<file path="src/rtl/cla32_addsub_pipe.sv">
// cla32_addsub_pipe: two-stage pipelined 32-bit carry-lookahead adder/subtractor.
// Stage 1 forms bit and 4-bit group generate/propagate; stage 2 resolves all carries and flags.
module cla32_addsub_pipe #(
  parameter int WIDTH = 32
) (
  input  logic             clk,
  input  logic             rst_n,
  input  logic             in_valid,
  output logic             in_ready,
  input  logic [WIDTH-1:0] a,
  input  logic [WIDTH-1:0] b,
  input  logic             sub,
  output logic             out_valid,
  input  logic             out_ready,
  output logic [WIDTH-1:0] sum,
  output logic             cout,
  output logic             ovf,
  output logic             zero
);
  if (WIDTH != 32) begin : g_width_chk
    $error("cla32_addsub_pipe: only WIDTH=32 is supported");
  end

  // Bit generates are kept only for the low three bits of each group; bit 3 is
  // folded into the group (G,P) pair and its carry-out comes from the next level.
  typedef struct packed {
    logic [31:0]     p;
    logic [7:0][2:0] gl;
    logic [7:0]      gg;
    logic [7:0]      gp;
    logic            cin;
  } s1_t;

  logic s1_valid, s2_valid, s1_adv, s2_adv;
  s1_t  s1, s1_d;

  assign s2_adv    = ~s2_valid | out_ready;
  assign s1_adv    = ~s1_valid | s2_adv;
  assign in_ready  = s1_adv;
  assign out_valid = s2_valid;

  // ---------------- stage 1: bit and group generate/propagate
  logic [31:0]     bx, g1, p1;
  logic [7:0]      gg1, gp1;
  logic [7:0][2:0] gl1;

  assign bx = b ^ {32{sub}};
  assign g1 = a & bx;
  assign p1 = a ^ bx;

  for (genvar i = 0; i < 8; i++) begin : g_grp1
    cla_gp4 u_gp (.g(g1[4*i +: 4]), .p(p1[4*i +: 4]), .gg(gg1[i]), .gp(gp1[i]));
    assign gl1[i] = g1[4*i +: 3];
  end

  assign s1_d = '{p: p1, gl: gl1, gg: gg1, gp: gp1, cin: sub};

  always_ff @(posedge clk or negedge rst_n) begin
    if (!rst_n) begin
      s1_valid <= 1'b0;
      s1       <= '0;
    end else if (s1_adv) begin
      s1_valid <= in_valid;
      if (in_valid) s1 <= s1_d;
    end
  end

  // ---------------- stage 2: block lookahead, group carry-ins, bit carries
  logic       bg_lo, bp_lo, bg_hi, bp_hi;
  logic [2:1] cb;  // cb[1] = carry into bit 16, cb[2] = carry out of bit 31
  logic [7:0] cg;
  logic [31:0] cbit, sum_d;

  cla_gp4 u_blo (.g(s1.gg[3:0]), .p(s1.gp[3:0]), .gg(bg_lo), .gp(bp_lo));
  cla_gp4 u_bhi (.g(s1.gg[7:4]), .p(s1.gp[7:4]), .gg(bg_hi), .gp(bp_hi));
  cla_c2  u_top (.g({bg_hi, bg_lo}), .p({bp_hi, bp_lo}), .ci(s1.cin), .c(cb));

  assign cg[0] = s1.cin;
  assign cg[4] = cb[1];
  cla_c3 u_clo (.g(s1.gg[2:0]), .p(s1.gp[2:0]), .ci(s1.cin), .c(cg[3:1]));
  cla_c3 u_chi (.g(s1.gg[6:4]), .p(s1.gp[6:4]), .ci(cb[1]),  .c(cg[7:5]));

  for (genvar i = 0; i < 8; i++) begin : g_grp2
    assign cbit[4*i] = cg[i];
    cla_c3 u_cb (.g(s1.gl[i]), .p(s1.p[4*i +: 3]), .ci(cg[i]), .c(cbit[4*i+1 +: 3]));
  end

  assign sum_d = s1.p ^ cbit;

  always_ff @(posedge clk or negedge rst_n) begin
    if (!rst_n) begin
      s2_valid <= 1'b0;
      sum      <= '0;
      cout     <= 1'b0;
      ovf      <= 1'b0;
      zero     <= 1'b0;
    end else if (s2_adv) begin
      s2_valid <= s1_valid;
      if (s1_valid) begin
        sum  <= sum_d;
        cout <= cb[2];
        ovf  <= cbit[31] ^ cb[2];
        zero <= ~|sum_d;
      end
    end
  end
endmodule

// 4-bit group generate/propagate cell.
module cla_gp4 (
  input  logic [3:0] g,
  input  logic [3:0] p,
  output logic       gg,
  output logic       gp
);
  assign gg = g[3] | (p[3] & g[2]) | (p[3] & p[2] & g[1]) | (p[3] & p[2] & p[1] & g[0]);
  assign gp = &p;
endmodule

// 3-bit lookahead carry cell: carries into positions 1..3 from position 0 carry-in.
module cla_c3 (
  input  logic [2:0] g,
  input  logic [2:0] p,
  input  logic       ci,
  output logic [3:1] c
);
  assign c[1] = g[0] | (p[0] & ci);
  assign c[2] = g[1] | (p[1] & g[0]) | (p[1] & p[0] & ci);
  assign c[3] = g[2] | (p[2] & g[1]) | (p[2] & p[1] & g[0]) | (p[2] & p[1] & p[0] & ci);
endmodule

// 2-bit lookahead carry cell.
module cla_c2 (
  input  logic [1:0] g,
  input  logic [1:0] p,
  input  logic       ci,
  output logic [2:1] c
);
  assign c[1] = g[0] | (p[0] & ci);
  assign c[2] = g[1] | (p[1] & g[0]) | (p[1] & p[0] & ci);
endmodule

</file>
<file path="config.mk">
export PLATFORM = sky130hd
export DESIGN_NAME = cla32_addsub_pipe
export DESIGN_NICKNAME = d
export VERILOG_FILES = /design/src/rtl/cla32_addsub_pipe.sv
export SDC_FILE = /design/constraint.sdc
export NUM_CORES = 1
export LEC_CHECK = 0
export CORE_MARGIN = 2
export CORE_UTILIZATION = 40
export CTS_CLUSTER_DIAMETER = 40
export DETAILED_ROUTE_END_ITERATION = 16
export PLACE_DENSITY = 0.73
export SYNTH_ARGS = -nofsm -noshare
export SYNTH_HDL_FRONTEND = slang
export SYNTH_HIERARCHICAL = 1
export SYNTH_SLANG_ARGS = --single-unit
</file>
<file path="constraint.sdc">
create_clock -name clk -period 2.5 [get_ports clk]
set_input_delay 0.5 -clock clk [delete_from_list [all_inputs] [get_ports clk]]
set_output_delay 0.5 -clock clk [all_outputs]
set_load 0.02 [all_outputs]
</file>
==> impl_metrics.tcl <==
set metrics [dict create \
    fin_ws_ps 55.9 \
    syn_avg_cell_area_um2 12.5 \
    outcome "complete, no violations" \
    vias_per_cell 4.98 \
    ys_seq_elements 110 \
    fin_crit_ps 2440 \
    coreArea_mm2 0.0146 \
    insertion_delay_ps 350 \
    relSlewSlack_pct 59.8 \
    multi_input_area_mm2 0.00314 \
    ctsHtreeMaxLevel 3 \
    vias 3974 \
    syn_inst 485 \
    synth-edff-count 0 \
    grt_use_total_pct 16.8 \
    required_ps 2790 \
    worstPathMaxFanout 3 \
    ys_seq_area_share_pct 45.5 \
    io_buffers 105 \
    timing.hold.ws_ps 152 \
    clk_pin_slew_ps 70 \
    routabilityCongestion 0.864 \
    area_delta_synth_final_pct 27.7 \
    p_per_area_mw_per_mm2 878 \
    start_util_pct 41.3 \
    antenna_left 0 \
    synthesis.nets 586 \
    netlist_area_mm2 0.00604 \
    root_buffer "clkbuf_16" \
    seq_area_mm2 0.00275 \
    cts.sinks 110 \
    synth_cell_type_count 29 \
    wl_per_cell_um 16.3 \
    regToRegSetupSlack_ps 60 \
    min_path_type "input port to async pin" \
    ios 106 \
    yosys.area.top_type_share_pct 45.5 \
    drc 0 \
    pre_cts_ws_ps -63.0 \
    setup_viol 0 \
    async_reset_ff_share_pct 100 \
    synth_area_leader_cell "dfrtp_1" \
    die_h_um 127 \
    drv_cap 0 \
    drt_iter0_drc 162 \
    leakage_nw 3.65 \
    postCtsHoldBufs 0 \
    final_cells 798 \
    firstDrtPassIters 4 \
    dp.cells 775 \
    crit_start "s1[9]" \
    clockBufferDepth 2 \
    grt-ovfl-total 0 \
    die_w_um 127 \
    drive_above_1_share_pct 20.5 \
    cts_tree "yes" \
    yosys_most_used_dff "dfrtp_1" \
    place_hpwl_mm 9.89 \
    timing.rr.start "s1[9]" \
    finalSetupTns_ps 0 \
    yosys_warnings 6 \
    die_area_mm2 0.0161 \
    tightest_slew_ps 603 \
    vdd_ir_drop_max_mv 0.381 \
    fin_nets 710 \
    synth.area.top_cells "dfrtp_1 46%, mux2_4 17%, ha_1 6.6%, xnor2_1 4.8%, xor2_1 4.6%" \
    cp-end-kind "flop" \
    cts_inserted_buffers 9 \
    clock_skew_ps 6.85 \
    hold_viol 0 \
    fin_crit_sh_pct 97.8 \
    worstSetupPathType "flop to flop" \
    n_antenna_cell 0 \
    synthMostInstantiatedCell "dfrtp_1" \
    num_rows 44 \
    grt_pass1_wl_mm 21.2 \
    cp.arrival_ps 2730 \
    rsz0062_at_grt "true" \
    num-fill-cells 1282 \
    start_kind "flop" \
    finalMaxSlewViolations 0 \
    routed_wirelength_mm 13.0 \
    synth_common_cells "110 x dfrtp_1, 70 x mux2_4, 52 x nand2_1" \
    grt_pass1_vias 4118 \
    max_freq_mhz 409 \
    grt_antenna_before_repair 0 \
    grt_start_max_net_pins 47 \
]
-- cell families after synthesis --
family / synth area share [%]
AOI/OAI and AO/OA: 10.9
xor gates and xnor gates: 9.42
adders and majority gates: 6.63
buffers and inverters: 3.27
DFF: 45.5
muxes: 18.1
and+or+nand+nor: 6.09
-- layer usage --
layer	vias up	GRT usage (%)	wire length (um)
met5	-	0	0
met1	1926	21.6	6070
li1	1960	-	-
met2	72	28.6	6370
met3	16	3.42	398
met4	0	4.98	191
-- stage by stage --
step | utilization [%] | cell area (um2) | total power, mW
2_1_floorplan | - | 6040 | 4.22
3_3_place_gp | 50.0 | 7320 | 5.27
3_5_place_dp | 50.0 | 7320 | 5.34
4_1_cts | 52.3 | 7660 | 6.77
5_1_grt | 52.7 | 7710 | 7.16
6_report | 52.7 | 7710 | 6.77
-- worst max-delay path, cell delays in order, from the launching register on --
cell and delay, ps:
dfrtp_1 400, a21oi_2 140, o21ai_1 60, a21o_1 170, a21o_1 180, a21o_1 180, a21o_1 170, buf_4 130
buf_6 110, a21o_1 160, xnor2_1 190, nand4_1 140, nor4_2 150, a32o_1 190
-- layout by cell type, fill, tap and decap left out, drive strengths merged, types with 2 or more instances in the layout --
cell	netlist	layout
dfrtp	110	110
clkdlybuf4s50	0	103
mux2	74	74
nand2	54	54
o21ai	42	42
xnor2	33	33
xor2	32	32
ha	32	32
a21o	32	32
buf	14	28
a21oi	21	21
nor2	10	10
a31o	10	10
clkbuf	4	10
nand4	7	7
nand2b	3	3
clkinv	0	3
clkinvlp	0	2
-- power by group --
part | internal, mW | leakage [nW] | switching (mW)
Sequential | 2.26 | 1.35 | 0.404
Clock | 0.709 | 0.135 | 0.662
Combinational | 1.49 | 2.17 | 1.25
-- cell type report --
cell class              instances  area share (%)
repair buffers                131            16.9
clock buffers                  10            3.10
well taps                     184            2.98
multi-input cells             357            40.7
clock inverters                 6           0.600
flip-flops and latches        110            35.7
-- final timing paths --
| path | end | cells after the start |
|---|---|---|
| max | zero | 13 |
| min | sum[11] | 1 |
| max reg2reg | zero | 13 |
| min reg2reg | sum[18] | 2 |
| max in group asynchronous | s1[27] | 2 |
| min in group clk | sum[18] | 2 |
-- repair_timing --
| item | CTS | global route |
|---|---|---|
| setup endpoints to repair | 1 | 1 |
| buffers inserted | 4 | 3 |
| gates resized for setup | 3 | 6 |
| gates cloned | 0 | 0 |
| pin swaps | 10 | 10 |
-- sequential cells by signal, summed over array words and instances (netlist names) --
name and flops:
s1 72, sum 32, cbit 1, cout 1, out_valid 1, ovf 1, s1_valid 1, zero 1
Note: power is estimated with default switching activity, not from simulation.
